## src/rtl/timer_multi_us.sv

```systemverilog
// timer_multi_us: multi-channel microsecond countdown timer with a shared 1 us prescaler
// Ports: clk/reset (sync, active-low); clear (sync idle-all); en (global freeze when 0);
//   start/stop/periodic per channel; load_val packed CNT_W per channel;
//   tick_us 1 us strobe; expired 1-cycle terminal pulse; busy while running; count remaining us.
module timer_multi_us #(
  parameter int CLK_FREQ_MHZ = 12,
  parameter int CHANNELS     = 4,
  parameter int CNT_W        = 16
) (
  input  logic                      clk,
  input  logic                      reset,
  input  logic                      clear,
  input  logic                      en,
  input  logic [CHANNELS-1:0]       start,
  input  logic [CHANNELS-1:0]       stop,
  input  logic [CHANNELS-1:0]       periodic,
  input  logic [CHANNELS*CNT_W-1:0] load_val,
  output logic                      tick_us,
  output logic [CHANNELS-1:0]       expired,
  output logic [CHANNELS-1:0]       busy,
  output logic [CHANNELS*CNT_W-1:0] count
);
  localparam int PW = CLK_FREQ_MHZ > 1 ? $clog2(CLK_FREQ_MHZ) : 1;
  localparam logic [PW-1:0] PMAX = PW'(CLK_FREQ_MHZ - 1);
  typedef enum logic {IDLE, RUN} state_t;
  logic [PW-1:0] pre_q, pre_d;
  logic          tick_q, tk;
  // with a 1 MHz clock PMAX is 0, so pre stays 0 and tk degenerates to en
  assign tk      = en && pre_q == PMAX;
  assign pre_d   = !en ? pre_q : tk ? '0 : pre_q + PW'(1);
  assign tick_us = tick_q;
  always_ff @(posedge clk) begin
    if (!reset || clear) begin
      pre_q  <= '0;
      tick_q <= 1'b0;
    end else begin
      pre_q  <= pre_d;
      tick_q <= tk;
    end
  end
  for (genvar i = 0; i < CHANNELS; i++) begin : g_ch
    state_t           st_q, st_d;
    logic [CNT_W-1:0] cnt_q, cnt_d, rel_q, rel_d, ld;
    logic             mode_q, mode_d, exp_q, exp_d;
    assign ld = load_val[i*CNT_W +: CNT_W];
    // start outranks stop and tick; a zero-length start expires immediately without running
    always_comb begin
      st_d   = st_q;
      cnt_d  = cnt_q;
      rel_d  = rel_q;
      mode_d = mode_q;
      exp_d  = 1'b0;
      if (start[i]) begin
        st_d   = |ld ? RUN : IDLE;
        cnt_d  = ld;
        rel_d  = |ld ? ld : rel_q;
        mode_d = |ld ? periodic[i] : mode_q;
        exp_d  = ~|ld;
      end else if (st_q == RUN && stop[i]) begin
        st_d  = IDLE;
        cnt_d = '0;
      end else if (st_q == RUN && tk) begin
        cnt_d = cnt_q > CNT_W'(1) ? cnt_q - CNT_W'(1) : mode_q ? rel_q : '0;
        st_d  = cnt_q > CNT_W'(1) || mode_q ? RUN : IDLE;
        exp_d = cnt_q == CNT_W'(1);
      end
    end
    always_ff @(posedge clk) begin
      if (!reset || clear) begin
        st_q   <= IDLE;
        cnt_q  <= '0;
        rel_q  <= '0;
        mode_q <= 1'b0;
        exp_q  <= 1'b0;
      end else begin
        st_q   <= st_d;
        cnt_q  <= cnt_d;
        rel_q  <= rel_d;
        mode_q <= mode_d;
        exp_q  <= exp_d;
      end
    end
    assign expired[i]                 = exp_q;
    assign busy[i]                    = st_q == RUN;
    assign count[i*CNT_W +: CNT_W]    = cnt_q;
  end
endmodule

```

## config.mk

```make
export PLATFORM = sky130hd
export DESIGN_NAME = timer_multi_us
export DESIGN_NICKNAME = d
export VERILOG_FILES = /design/src/rtl/timer_multi_us.sv
export SDC_FILE = /design/constraint.sdc
export NUM_CORES = 1
export LEC_CHECK = 0
export ABC_AREA = 1
export BUFFER_PORTS_ARGS = -buffer_cell sky130_fd_sc_hd__buf_2
export CAP_MARGIN = 15
export CORE_MARGIN = 8
export CORE_UTILIZATION = 60
export DETAILED_ROUTE_END_ITERATION = 6
export PLACE_DENSITY = 0.81
export REMOVE_ABC_BUFFERS = 1
export SLEW_MARGIN = 20
export SYNTH_ARGS = -nofsm -noshare
export SYNTH_HDL_FRONTEND = slang
export SYNTH_SLANG_ARGS = --single-unit
```

## constraint.sdc

```tcl
create_clock -name clk -period 4.8 [get_ports clk]
set_clock_uncertainty 0.1 [all_clocks]
set_input_delay 0.24 -clock clk [delete_from_list [all_inputs] [get_ports clk]]
set_output_delay 0.24 -clock clk [all_outputs]
set_load 0.05 [all_outputs]
```

Word level (Yosys, flattened, before mapping) --
Index checks and enable logic that the tools add are counted.
Operators by class: add/sub/neg operators 5, multiply operators 0, div/mod/pow operators 0, magnitude comparators 4, eq/ne operators 5, shift-type cells 0, muxes and demuxes 53, bitwise logic cells 0, reduce and logical (&&, ||, !) cells 31
Operator list (number):
- 2-to-1 mux 16 bit | 20
- == test 16 x 1 -> 1 bit (second input constant) | 4
- greater-than comparator 16 x 1 -> 1 bit (second input constant) | 4
- OR reduction 16 bit | 4
- subtractor 16 x 1 -> 16 bit (second input constant) | 4
- 2-to-1 mux 1 bit | 32
- nonzero test 3 bit | 4
- logical AND 1 bit | 9
- AND reduction 2 bit | 4
- zero test 1 bit | 5
- logical OR 1 bit | 5
- adder 4 x 1 -> 4 bit (second input constant) | 1
- == test 4 bit (second input constant) | 1
- 2-to-1 mux 4 bit | 1
Word-level totals: flip-flop bits (word level) 145, latch bits 0, bits in writable memories 0, ROM bits 0, input port bits 80, output and inout bits 73, word-level logic and storage cells 120, memories 0

Longest topological paths before layout --
Gate-level depths: netlist of run 1.
word-level depth 6, gate-level depth with buffers 10, gate-level depth less buffers 10

Least setup slack after synthesis of run 1 --
Ideal clock, no wire load.
path kind register to register, start point register g_ch[0].cnt_q[0], end point register g_ch[0].cnt_q[6], setup time 120 ps, data arrival time 1743 ps, required time 4580 ps, path slack 2836 ps, stages on the path, launching flop included 9, buffers on the path 0, clock period less this slack 1964 ps, path through dfxtp_1 inv_1 ha_1 nand2_1 nor2_1 o21ai_1 nand2_1 nand3_1 a21oi_1
On the way: word-level cells in the longest chain between the ends 5, elaborated cells on any way between the ends 6, those cells by class add/sub: 1; order compare: 1; mux: 4
RTL lines:
- start, declared | line 43 | logic [CNT_W-1:0] cnt_q, cnt_d, rel_q, rel_d, ld;
- start signal, assigned | line 77 | cnt_q <= cnt_d;
- subtractor 16 x 1 -> 16 bit or greater-than comparator 16 x 1 -> 1 bit (tied branches) | line 63 | cnt_d = cnt_q > CNT_W'(1) ? cnt_q - CNT_W'(1) : mode_q ? rel_q : '0;
- 2-to-1 mux 16 bit (*) | line 63
- 2-to-1 mux 16 bit (*) | line 62 | end else if (st_q == RUN && tk) begin
- 2-to-1 mux 16 bit (*) | line 59 | end else if (st_q == RUN && stop[i]) begin
- 2-to-1 mux 16 bit (*) | line 53 | if (start[i]) begin
Every way passes the cells marked *; elsewhere a longest branch is shown, timed or not. The select of a mux whose other input is x is not followed. A chain may end at the register's enable or synchronous reset.

Worst setup path after layout of run 1 --
start point register pre_q[0], end point register g_ch[0].cnt_q[13]
On the way: word-level cells in the longest chain between the ends 4
RTL lines:
- start, declared | line 26 | logic [PW-1:0] pre_q, pre_d;
- start signal, assigned | line 37 | pre_q <= pre_d;
- == test 4 bit | line 29 | assign tk = en && pre_q == PMAX;
- logical AND 1 bit | line 29
- logical AND 1 bit | line 62
- nonzero test 3 bit (no line)
Every way passes these cells.

==> summary by stage, run 1 <==
Floorplan
The overall die area is 18500 µm². The initial standard-cell utilization of the core is 0.604. The horizontal die dimension is 136 µm. The floorplan core area is 14300 µm². The number of primary I/O pins is 153. The count of standard-cell rows is 44. Measured along the y axis, the die boundary spans 136 µm.

Timing
Across all hold checks on the routed design, the worst slack comes to 5.90 ps. The number of hold-slack violations in the final timing report is 0. Static timing analysis puts the maximum clock frequency at 460 MHz. The post-route fraction of the period consumed by the critical path is 0.453. The worst-margin pin slew is 775 ps. Setup repair after global routing left no endpoint under its margin.

Headroom to the max-slew limit came out at 0.483. The final sum of negative setup slack is 0 ps. The final count of negative-setup-slack endpoints is 0. For the finished layout, the period the worst path requires is 2170 ps.

The max-slew violation count is 0.

Yosys
Yosys mapped the design onto 29 distinct sky130hd cell types. Of all flip-flops after synthesis, the portion carrying an async set or reset was 0. The total of flip-flops plus latches after synthesis is 145. Among all flip-flop cells after synthesis, the most frequent one is sky130_fd_sc_hd__dfxtp_1. The commonest cells after synthesis are 368 x sky130_fd_sc_hd__nand2_1, 202 x sky130_fd_sc_hd__a21oi_1, 193 x sky130_fd_sc_hd__nand3_1. The average cell area after synthesis is 6.38 µm². During synthesis, Yosys emitted a total of 0 warnings.

The sequential area share after synthesis is 0.336. Synthesis produced 1356 cells. The share of synthesized area in the top cell type comes to 0.336. Ranked by total cell area, the synthesized netlist is headed by sky130_fd_sc_hd__dfxtp_1 34%, sky130_fd_sc_hd__nand2_1 16%, sky130_fd_sc_hd__a21oi_1 12%, sky130_fd_sc_hd__nand3_1 11%, sky130_fd_sc_hd__nor2_1 6.2%.

The number of synthesized flops with an enable pin is 0. sky130_fd_sc_hd__nand2_1 is the most common cell in the netlist. The post-synthesis cell area is 8650 µm².

Of all cell types, the one taking the most synthesized area is sky130_fd_sc_hd__dfxtp_1.

Worst setup path
The critical path is of the flip-flop to flip-flop type. At the worst endpoint, the required time is 5010 ps. In this design, the critical path's most frequently occurring cell is sky130_fd_sc_hd__a21oi_1.

The length in cells of the worst reg-to-reg path is 8. In this run the critical register-to-register path is captured at g_ch[0].cnt_q[13]. Setup slack on the worst reg-to-reg path comes out at 2630 ps. The critical path data arrival time is 2380 ps. The slowest cell on the critical path is sky130_fd_sc_hd__o21ai_4.

On the worst path, the slowest cell contributes a delay of 430 ps. The biggest fanout along the worst timing path is 17. Walking the worst path, the cells encountered are ha_1 > nand2_1 > nor2_2 > nand2_4 > o21ai_4 > inv_2 > a21oi_1 > a21oi_1. The startpoint identified for the worst register-to-register timing path is pre_q[0]. The worst setup path is launched from a flip-flop. The critical path endpoint category is a flip-flop.

Cells and area
From synthesis to final layout, the design area changed by 20.6%. Summing all non-filler instances in the final layout gives an area of 10400 µm². The number of antenna diodes in the final layout is 0. After the last flow step, the layout net total stands at 1600. The utilization after layout is 0.729. In the final layout, the share of cells above drive strength 1 is 0.149.

Route
The routed length per instance is 15.7 µm. In this run, the number of DRC markers left after iteration 0 of detailed routing was 1108. The post-route antenna net violation count is 0. The number of optimization iterations in the first detailed-route pass is 6. The via density per instance is 5.77. Summed over all layers, the routed wires come to 26.7 mm. Summing over every cut layer, the via total after detailed routing is 9853.

For this run, design rule violations remaining after detail routing come to 0.

Hold path
The worst hold path passes through 3 cells. The type of the tightest min-delay check is input pin to flip-flop. The destination of the worst hold path is g_ch[3].rel_q[0]. The startpoint of the tightest hold check path is load_val[48].

GRT
The first-pass GRT wire length is 43.9 mm. The number of antenna violations at the first check in global routing is 0. Entering global routing, the biggest net connects 71 pins. The overflow left after global routing is 0. The via count of the first global-routing pass is 8977. The total track usage is 0.285.

Power
In this run the static leakage power is 4.56 nW. In this run the power density over the cells is 353 nW/µm². The worst IR drop on VDD is 0.238 mV.

Clocking
The setup fix buffers added after clock tree synthesis is 0. The clock tree synthesis step divided the H-tree into 4 levels. The TritonCTS clock tree is yes. The clock latency of the later-clocked register in the worst-skew pair is 420 ps. Clock-pin slew was measured on the worst setup and hold paths at 60 ps. The buffer type at the clock tree root is sky130_fd_sc_hd__clkbuf_16.

In this run, CTS created clock tree buffers numbering 17. The maximum clock insertion buffer count is 2. The post-CTS resize count is 0.

The tree built by TritonCTS fans out to 145 sinks.

Job
The number of maximum-capacitance constraint violations is 0.

Place
In this run the cell area measured after placement is 9270 µm². Once detailed placement completed, the half-perimeter wirelength came to 17.1 mm. The count of port buffers added during placement is 152.

The global placer's final weighted congestion is 0.906.

Run status
The flow ran to the end, and the final reports show no timing, DRC or antenna violations.
what timing repair did:
action	CTS	global route
hold endpoints to repair	57	0
hold buffers	57	0
setup endpoints to repair	0	0
state kept, by name, indices dropped and copies added, names as in the netlist:
name	cells
g_ch.cnt_q	64
g_ch.rel_q	64
g_ch.exp_q	4
g_ch.mode_q	4
g_ch.st_q	4
pre_q	4
tick_us	1
per-layer routing:
layer,GRT usage,wire length (µm)
met5,0,0
met2,0.440,12200
met1,0.385,11600
met4,0.109,533
met3,0.0569,2400
placed cells by master, fill, tap and decap left out, types with 2 or more instances in the layout:
cell type                         n
sky130_fd_sc_hd__a21oi_1        202
sky130_fd_sc_hd__a21oi_4          8
sky130_fd_sc_hd__buf_2          152
sky130_fd_sc_hd__buf_4            2
sky130_fd_sc_hd__bufinv_16        3
sky130_fd_sc_hd__clkbuf_16       17
sky130_fd_sc_hd__clkbuf_8         2
sky130_fd_sc_hd__clkinv_2         5
sky130_fd_sc_hd__clkinvlp_4       3
sky130_fd_sc_hd__dfxtp_1        145
sky130_fd_sc_hd__dlygate4sd3_1   57
sky130_fd_sc_hd__ha_1             9
sky130_fd_sc_hd__inv_1           64
sky130_fd_sc_hd__inv_2            5
sky130_fd_sc_hd__nand2_1        368
sky130_fd_sc_hd__nand2_2          6
sky130_fd_sc_hd__nand2_4          4
sky130_fd_sc_hd__nand3_1        193
sky130_fd_sc_hd__nand3_2          2
sky130_fd_sc_hd__nand3b_1         7
sky130_fd_sc_hd__nand4_1          5
sky130_fd_sc_hd__nor2_1         142
sky130_fd_sc_hd__nor2_2           3
sky130_fd_sc_hd__nor2_4          10
sky130_fd_sc_hd__o21ai_0         83
sky130_fd_sc_hd__o21ai_1          3
sky130_fd_sc_hd__o21ai_4          4
sky130_fd_sc_hd__xnor2_1          6
sky130_fd_sc_hd__xor2_1           9
worst max-delay path, delay by kind of cell, from the launching register on:
kind / cells / cell delay (ps)
compound gates: 3 / 770
fa+ha+maj: 1 / 160
buf+inv: 1 / 260
flops: 1 / 370
simple gates: 3 / 400
cell type report:
type / instances / area [µm²]
fill: 1252 / 3880
clock inverter: 11 / 138
clock buffer: 20 / 457
inverter: 69 / 259
multi-input combinational: 1067 / 5100
timing repair buffer: 211 / 1350
sequential: 145 / 2900
tap: 184 / 230
cell families (layout without fill, tap and decap cells):
group	count (synthesis)	count (layout)	synth area share
buf+inv	144	311	0.0761
compound gates	301	301	0.190
flops	145	145	0.336
xor+xnor	15	15	0.0152
simple gates	742	742	0.370
fa+ha+maj	9	9	0.0130
power breakdown:
group / internal [mW] / switching (mW) / total, mW / leakage, nW
combinational: 0.320 / 0.688 / 1.01 / 3.09
clock: 0.837 / 0.516 / 1.35 / 0.287
sequential: 1.25 / 0.0656 / 1.32 / 1.18
total: 2.41 / 1.27 / 3.68 / 4.56
worst max-delay path by stage:
| stage | from | endpoint | slack, ps | depth (start not counted) |
|---|---|---|---|---|
| global route | g_ch[0].cnt_q[0] | g_ch[0].st_q | 2460 | 7 |
| floorplan | reset | g_ch[0].exp_q | 1510 | 4 |
| global placement | start[0] | g_ch[0].cnt_q[15] | 2680 | 6 |
| detailed placement | start[0] | g_ch[0].cnt_q[3] | 2670 | 6 |
| finish | pre_q[0] | g_ch[0].cnt_q[13] | 2630 | 8 |
| CTS | g_ch[0].cnt_q[0] | g_ch[0].st_q | 2660 | 7 |
per-stage QoR:
stage / worst slack, ps / cells / power [mW]
floorplan: 1510 / 1281 / 2.02
global placement: 2680 / 1619 / 2.27
detailed placement: 2670 / 1619 / 2.29
CTS: 2660 / 1707 / 3.67
global route: 2460 / 1707 / 3.85
finish: 2630 / 1707 / 3.68
(Power assumes the default switching activity.)
==> run 2, diff against run 1 <==
Settings changed: CORE_UTILIZATION 60 to 51, PLACE_DENSITY 0.81 to 0.73.
Clock period 4.8 ns to 1.8 ns, I/O delays scaled along.
==> summary by stage, run 2 (synthesized netlist as in run 1, its figures left out) <==
Run status
The run finished, with violations left. The checks that failed: DRC.

Worst setup path
The slack of the worst reg-to-reg path came to 60 ps (-2570 ps). The critical path data arrival time is 1950 ps (-430 ps). The worst register-to-register path begins at g_ch[3].cnt_q[0]. STA classifies the critical path endpoint as a flip-flop. The required arrival time at the worst endpoint came to 2000 ps (-3010 ps). The type of the setup path with the least slack is flip-flop to flip-flop. In this run the critical register-to-register path is captured at g_ch[3].st_q.

The length in cells of the worst reg-to-reg path is 7 (-1). The beginning of the critical path is g_ch[3].cnt_q[0]. STA classifies the critical path startpoint as a flip-flop.

The end of the critical path is g_ch[3].st_q. The biggest fanout along the worst timing path is 7 (-10).

Timing
Setup repair after global routing could not meet its margin everywhere. The max-slew violation count is 0 (unchanged). The highest achievable clock rate came to 574 MHz (+25%). The worst-margin pin slew came to 420 ps (-356 ps). The final count of negative-setup-slack endpoints is 0 (unchanged). The post-route fraction of the period consumed by the critical path is 0.968 (+0.515). The number of hold-slack violations in the final timing report is 0 (unchanged).

The worst-case headroom to the max-slew limit is 0.720 (+0.237). The final period demand of the worst path is 1740 ps (-431 ps).

Power
The total power density per cell area is 889 nW/µm² (+150%). The sequential share of power was 0.347 (-0.012). The total internal power is 6.57 mW (+170%). The switching share of power is 0.347 (+0.00212).

The switching power total is 3.49 mW (+180%). The portion of total power attributed to the clock network is 0.351 (-0.016). The leakage power total is 5.01 nW (+9.8%). The worst IR drop on VDD came to 0.682 mV (+190%). The power consumption is 10.1 mW (+170%). The fraction of power consumed by combinational cells is 0.302 (+0.028).

Cells and area
In the layout the commonest cells are 365 x sky130_fd_sc_hd__nand2_1, 200 x sky130_fd_sc_hd__a21oi_1, 192 x sky130_fd_sc_hd__nand3_1. The diode insertion count for antenna repair is 0 (unchanged). The number of nets at the end of the flow is 1688 (+5.5%).

The utilization after layout is 0.683 (-0.0461). From synthesis to final layout, the design area changed by 30.8%. The largest registers in the layout are g_ch.cnt_q (64), g_ch.rel_q (64). The count of filler cells inserted in the layout is 1510 (+21%). The share of layout cells above drive strength 1 is 0.194 (+0.0452). The most common library cell in the layout ignoring fill and taps is sky130_fd_sc_hd__nand2_1.

The non-filler instance count after layout is 1831 (+7.3%).

Place
The count of port buffers added during placement came to 152 (unchanged). The global placer's final weighted congestion came to 0.930 (+2.6%). The number of instances in the placed design came to 1713 (+5.8%).

The post-detailed-placement half-perimeter wirelength is 19.0 mm (+11%).

GRT
The overflow left after global routing is 0 (unchanged). The maximum number of pins on one net before global-route repair was 75 (+5.6%). The first-pass GRT wire length is 46.3 mm (+5.5%). The number of antenna violations at the first check in global routing was 0 (unchanged). The total track usage came to 0.257 (-0.0284). The via count of the first global-routing pass is 9382 (+4.5%).

Route
The final routed wirelength across all metal layers is 28.8 mm (+8.0%). The DRC marker count from the first detailed-route iteration is 816 (-26%). The routed length per instance is 15.8 µm (+0.64%). The routed via count is 10200 (+3.3%). The via density per instance was 5.56 (-3.7%).

The number of remaining DRC errors is 4 (+4). The number of optimization iterations in the first detailed-route pass is 7 (+1). The post-route antenna net violation count is 0 (unchanged).

Clocking
The clock latency of the later-clocked register in the worst-skew pair is 430 ps (about the same). The clock input transition at the sequential cells of the worst setup and hold paths is 60 ps (about the same). The maximum level of the CTS H-tree is 4 (unchanged).

The number of CTS-inserted buffers is 17 (unchanged). The number of sinks handled by clock tree synthesis is 145 (unchanged). The maximum clock insertion buffer count is 2 (unchanged). The buffer type at the clock tree root is sky130_fd_sc_hd__clkbuf_16. TritonCTS built the clock tree.

Floorplan
The vertical extent of the die came to 146 µm (+7.5%). The number of primary I/O pins is 153 (unchanged). The horizontal die dimension was 146 µm (+7.5%). The overall die area is 21400 µm² (+15%). The count of standard-cell rows was 47 (+6.8%).

The initial standard-cell utilization of the core was 0.522 (-0.0827). The floorplan core area was 16600 µm² (+16%).

Job
The number of maximum-capacitance constraint violations was 0 (unchanged).

Hold path
The type of the tightest min-delay check is input pin to flip-flop.
==> run 2: layer usage <==
layer	GRT usage	part of all wire
met1	0.333	0.42
met2	0.410	0.47
met3	0.0519	0.086
met4	0.101	0.027
met5	0	0
==> run 2: repair_timing <==
action | 4_1_cts | 5_1_grt
buffers inserted | 0 | 6
resized for setup | 0 | 40
hold endpoints to repair | 140 | 0
setup endpoints to repair | 0 | 77
hold buffers | 77 | 0
==> run 2: stage by stage <==
| stage | TNS, ps | hold slack [ps] | setup slack (ps) | area (µm²) |
|---|---|---|---|---|
| floorplan | -136450 | 130 | -1340 | 8250 |
| global placement | 0 | 258 | 75.4 | 9760 |
| detailed placement | 0 | 263 | 56.1 | 9760 |
| CTS | 0 | 44.2 | 6.32 | 11100 |
| global route | -417 | 59.9 | -47.9 | 11300 |
| finish | 0 | 65.5 | 57.6 | 11300 |
==> run 2: cell type report <==
cell class | count | area (µm²) | share of cell area
well taps | 220 | 275 | 0.0243
repair buffers | 297 | 2090 | 0.185
multi-input cells | 1069 | 5190 | 0.459
inverters | 69 | 269 | 0.0238
clock buffers | 21 | 470 | 0.0416
clock inverters | 10 | 110 | 0.00973
flip-flops and latches | 145 | 2910 | 0.257
==> run 2: worst min-delay path by stage <==
| stage | start | endpoint | slack [ps] | cells after the start |
|---|---|---|---|---|
| 5_1_grt | start[1] | g_ch[1].rel_q[0] | 60 | 4 |
| 6_report | start[1] | g_ch[1].rel_q[14] | 70 | 4 |
| 2_1_floorplan | load_val[0] | g_ch[0].rel_q[0] | 130 | 2 |
| 4_1_cts | start[1] | g_ch[1].rel_q[0] | 40 | 4 |
| 3_3_place_gp | load_val[50] | g_ch[3].rel_q[2] | 260 | 3 |
| 3_5_place_dp | load_val[22] | g_ch[1].rel_q[6] | 260 | 3 |
==> run 2: power groups by stage <==
| stage | sequential [mW] | clock [mW] | combinational, mW |
|---|---|---|---|
| global placement | 3.55 | 0 | 2.72 |
| floorplan | 3.82 | 0 | 1.56 |
| finish | 3.49 | 3.53 | 3.04 |
| detailed placement | 3.55 | 0 | 2.74 |
| CTS | 3.49 | 3.56 | 2.89 |
| global route | 3.51 | 3.71 | 3.34 |
==> run 2: worst max-delay path, stage by stage (launching register included) <==
cell and delay [ps]:
sky130_fd_sc_hd__dfxtp_1 360, sky130_fd_sc_hd__inv_2 90, sky130_fd_sc_hd__ha_2 190, sky130_fd_sc_hd__nand2_2 130, sky130_fd_sc_hd__a21oi_4 280, sky130_fd_sc_hd__nand2_2 200, sky130_fd_sc_hd__o21ai_0 210, sky130_fd_sc_hd__a21oi_1 80
==> run 3, diff against run 2 <==
Settings changed: CORE_MARGIN 8 to 4, MAX_ROUTING_LAYER set to met4.
==> summary by stage, run 3 (synthesized netlist as in run 1, its figures left out) <==
Run status
The flow ran to the end, and the final reports show no timing, DRC or antenna violations.

Cells and area
The library cell used most frequently in the layout, excluding fill and tap cells, is sky130_fd_sc_hd__nand2_1. In the final layout, the registers with the most flip-flops are g_ch.cnt_q (64), g_ch.rel_q (64). The post-synthesis to final-layout area growth is 31.5%. The utilization after layout is 0.686 (+0.00332). The diode insertion count for antenna repair is 0 (unchanged).

The count of filler cells inserted in the layout is 1455 (-3.6%). The library cells used most frequently in the layout, excluding fill and tap cells, are 365 x sky130_fd_sc_hd__nand2_1, 200 x sky130_fd_sc_hd__a21oi_1, 192 x sky130_fd_sc_hd__nand3_1. The share of layout cells above drive strength 1 is 0.198 (+0.00360).

The number of nets at the end of the flow is 1688 (unchanged). The non-filler instance count after layout came to 1832 (+0.055%).

Timing
The max-slew violation count is 0 (unchanged). The final count of negative-setup-slack endpoints was 0 (unchanged). The post-route fraction of the period consumed by the critical path is 0.975 (+0.00713). Setup repair after global routing could not meet its margin everywhere. The worst-case headroom to the max-slew limit is 0.487 (-0.232). The number of hold-slack violations in the final timing report is 0 (unchanged). The worst-margin pin slew is 768 ps (+348 ps). The final period demand of the worst path was 1760 ps (+12.8 ps). The highest achievable clock rate is 570 MHz (-0.73%).

Floorplan
The initial standard-cell utilization of the core was 0.522 (unchanged). The horizontal die dimension is 138 µm (-5.5%). The number of primary I/O pins was 153 (unchanged). The floorplan core area is 16600 µm² (unchanged). The overall die area is 19100 µm² (-11%). The count of standard-cell rows came to 47 (unchanged). The vertical extent of the die came to 138 µm (-5.5%).

Power
The worst IR drop on VDD is 0.772 mV (+13%). The switching power total is 3.55 mW (+1.7%). The sequential share of power is 0.334 (-0.013). The switching share of power is 0.340 (-0.00723).

The portion of total power attributed to the clock network is 0.374 (+0.023). The leakage power total was 5.03 nW (+0.35%). The fraction of power consumed by combinational cells is 0.292 (-0.010).

The total internal power is 6.90 mW (+5.0%). The total power density per cell area is 919 nW/µm² (+3.4%).

Route
The routed via count is 10100 (-1.0%). The final routed wirelength across all metal layers is 28.1 mm (-2.7%). The via density per instance is 5.50 (-1.1%). The post-route antenna net violation count is 0 (unchanged). The number of optimization iterations in the first detailed-route pass is 5 (-2). The number of remaining DRC errors is 0 (-4). The routed length per instance is 15.3 µm (-2.7%).

The DRC marker count from the first detailed-route iteration is 984 (+21%).

Clocking
The clock input transition at the sequential cells of the worst setup and hold paths is 60 ps (about the same). The TritonCTS clock tree is yes. The number of CTS-inserted buffers is 17 (unchanged).

The number of sinks handled by clock tree synthesis was 145 (unchanged). The maximum level of the CTS H-tree is 4 (unchanged). CTS placed an instance of sky130_fd_sc_hd__clkbuf_16 at the clock tree root. The maximum clock insertion buffer count is 2 (unchanged). The clock latency of the later-clocked register in the worst-skew pair is 430 ps (about the same).

Job
The number of maximum-capacitance constraint violations was 0 (unchanged).

Worst setup path
The type of the setup path with the least slack is flip-flop to flip-flop. The biggest fanout along the worst timing path is 8 (+1). The length in cells of the worst reg-to-reg path is 8 (+1). The required arrival time at the worst endpoint is 2060 ps (+60 ps). The critical path endpoint category is a flip-flop. The critical path startpoint category is a flip-flop. The critical path data arrival time came to 2010 ps (+60 ps).

GRT
The total track usage is 0.288 (+0.0309). The first-pass GRT wire length is 45.5 mm (-1.6%). The number of antenna violations at the first check in global routing came to 0 (unchanged). The maximum number of pins on one net before global-route repair is 75 (unchanged). The overflow left after global routing was 0 (unchanged).

The via count of the first global-routing pass is 9415 (+0.35%).

Hold path
The type of the tightest min-delay check is input pin to flip-flop. The worst hold path cell count was 3 (-1).

Place
The count of port buffers added during placement is 152 (unchanged). The global placer's final weighted congestion is 0.930 (about the same). The post-detailed-placement half-perimeter wirelength is 18.6 mm (-2.4%). The number of instances in the placed design came to 1718 (+0.29%).
==> run 3: cell types whose count changed in the layout (fill, tap and decap cells not counted), sizes merged <==
cell	before	now
buf	219	222
bufinv	2	5
clkbuf	22	19
clkinv	7	6
clkinvlp	1	3
dlygate4sd3	76	74
dlymetal6s4s	1	0
==> run 3: stage by stage <==
stage | instance area (µm²) | setup slack, ps | setup TNS (ps) | total power [mW] | hold slack [ps]
floorplan | 8250 | -1340 | -136450 | 5.38 | 130
global placement | 9810 | 81.1 | 0 | 6.29 | 245
detailed placement | 9810 | 50.7 | 0 | 6.31 | 264
CTS | 11200 | 18.7 | 0 | 10.3 | 10.6
global route | 11400 | -58.6 | -450 | 10.9 | 56.4
finish | 11400 | 44.8 | 0 | 10.5 | 26.3
==> run 3: final cells by class <==
| class | count | area, µm² | share of cell area |
|---|---|---|---|
| inverter | 69 | 267 | 0.0234 |
| multi-input combinational | 1069 | 5180 | 0.456 |
| clock buffer | 18 | 429 | 0.0377 |
| tap | 220 | 275 | 0.0242 |
| clock inverter | 14 | 214 | 0.0188 |
| timing repair buffer | 297 | 2100 | 0.184 |
| sequential | 145 | 2910 | 0.256 |
==> run 3: path summary, 6_finish.rpt <==
check | from | end | slack, ps
setup / recovery | pre_q[0] | g_ch[3].cnt_q[1] | 40
hold reg to reg | g_ch[2].rel_q[13] | g_ch[2].rel_q[13] | 360
hold / removal | start[0] | g_ch[0].rel_q[3] | 30
setup reg to reg | pre_q[0] | g_ch[3].cnt_q[1] | 40
==> run 3: layer usage <==
metal / vias to the layer above / part of all wire / global-route usage
li1: 4982 / - / -
met2: 471 / 0.46 / 0.454
met5: - / 0 / -
met4: 0 / 0.017 / 0.0842
met1: 4574 / 0.44 / 0.387
met3: 48 / 0.078 / 0.0397
==> run 3: repair_timing <==
item,in CTS,in global routing
setup endpoints to repair,0,68
hold buffers,74,0
endpoints found under the hold margin,138,0
gates resized for setup,0,46
setup buffers,0,4
==> run 3: power groups by stage <==
stage | clock network [mW] | logic, mW | registers [mW]
after floorplan | 0 | 1.56 | 3.82
after global placement | 0 | 2.73 | 3.55
after detailed placement | 0 | 2.76 | 3.55
after CTS | 3.94 | 2.91 | 3.49
after global routing | 4.08 | 3.34 | 3.51
final | 3.90 | 3.05 | 3.49
==> run 3: critical path: stages, from the launching register on <==
cell	delay, ps
sky130_fd_sc_hd__dfxtp_2	370
sky130_fd_sc_hd__ha_4	150
sky130_fd_sc_hd__nand2_4	50
sky130_fd_sc_hd__nor2_4	140
sky130_fd_sc_hd__nand2_4	130
sky130_fd_sc_hd__o21ai_4	320
sky130_fd_sc_hd__clkbuf_16	230
sky130_fd_sc_hd__o21ai_0	70
sky130_fd_sc_hd__a21oi_1	130
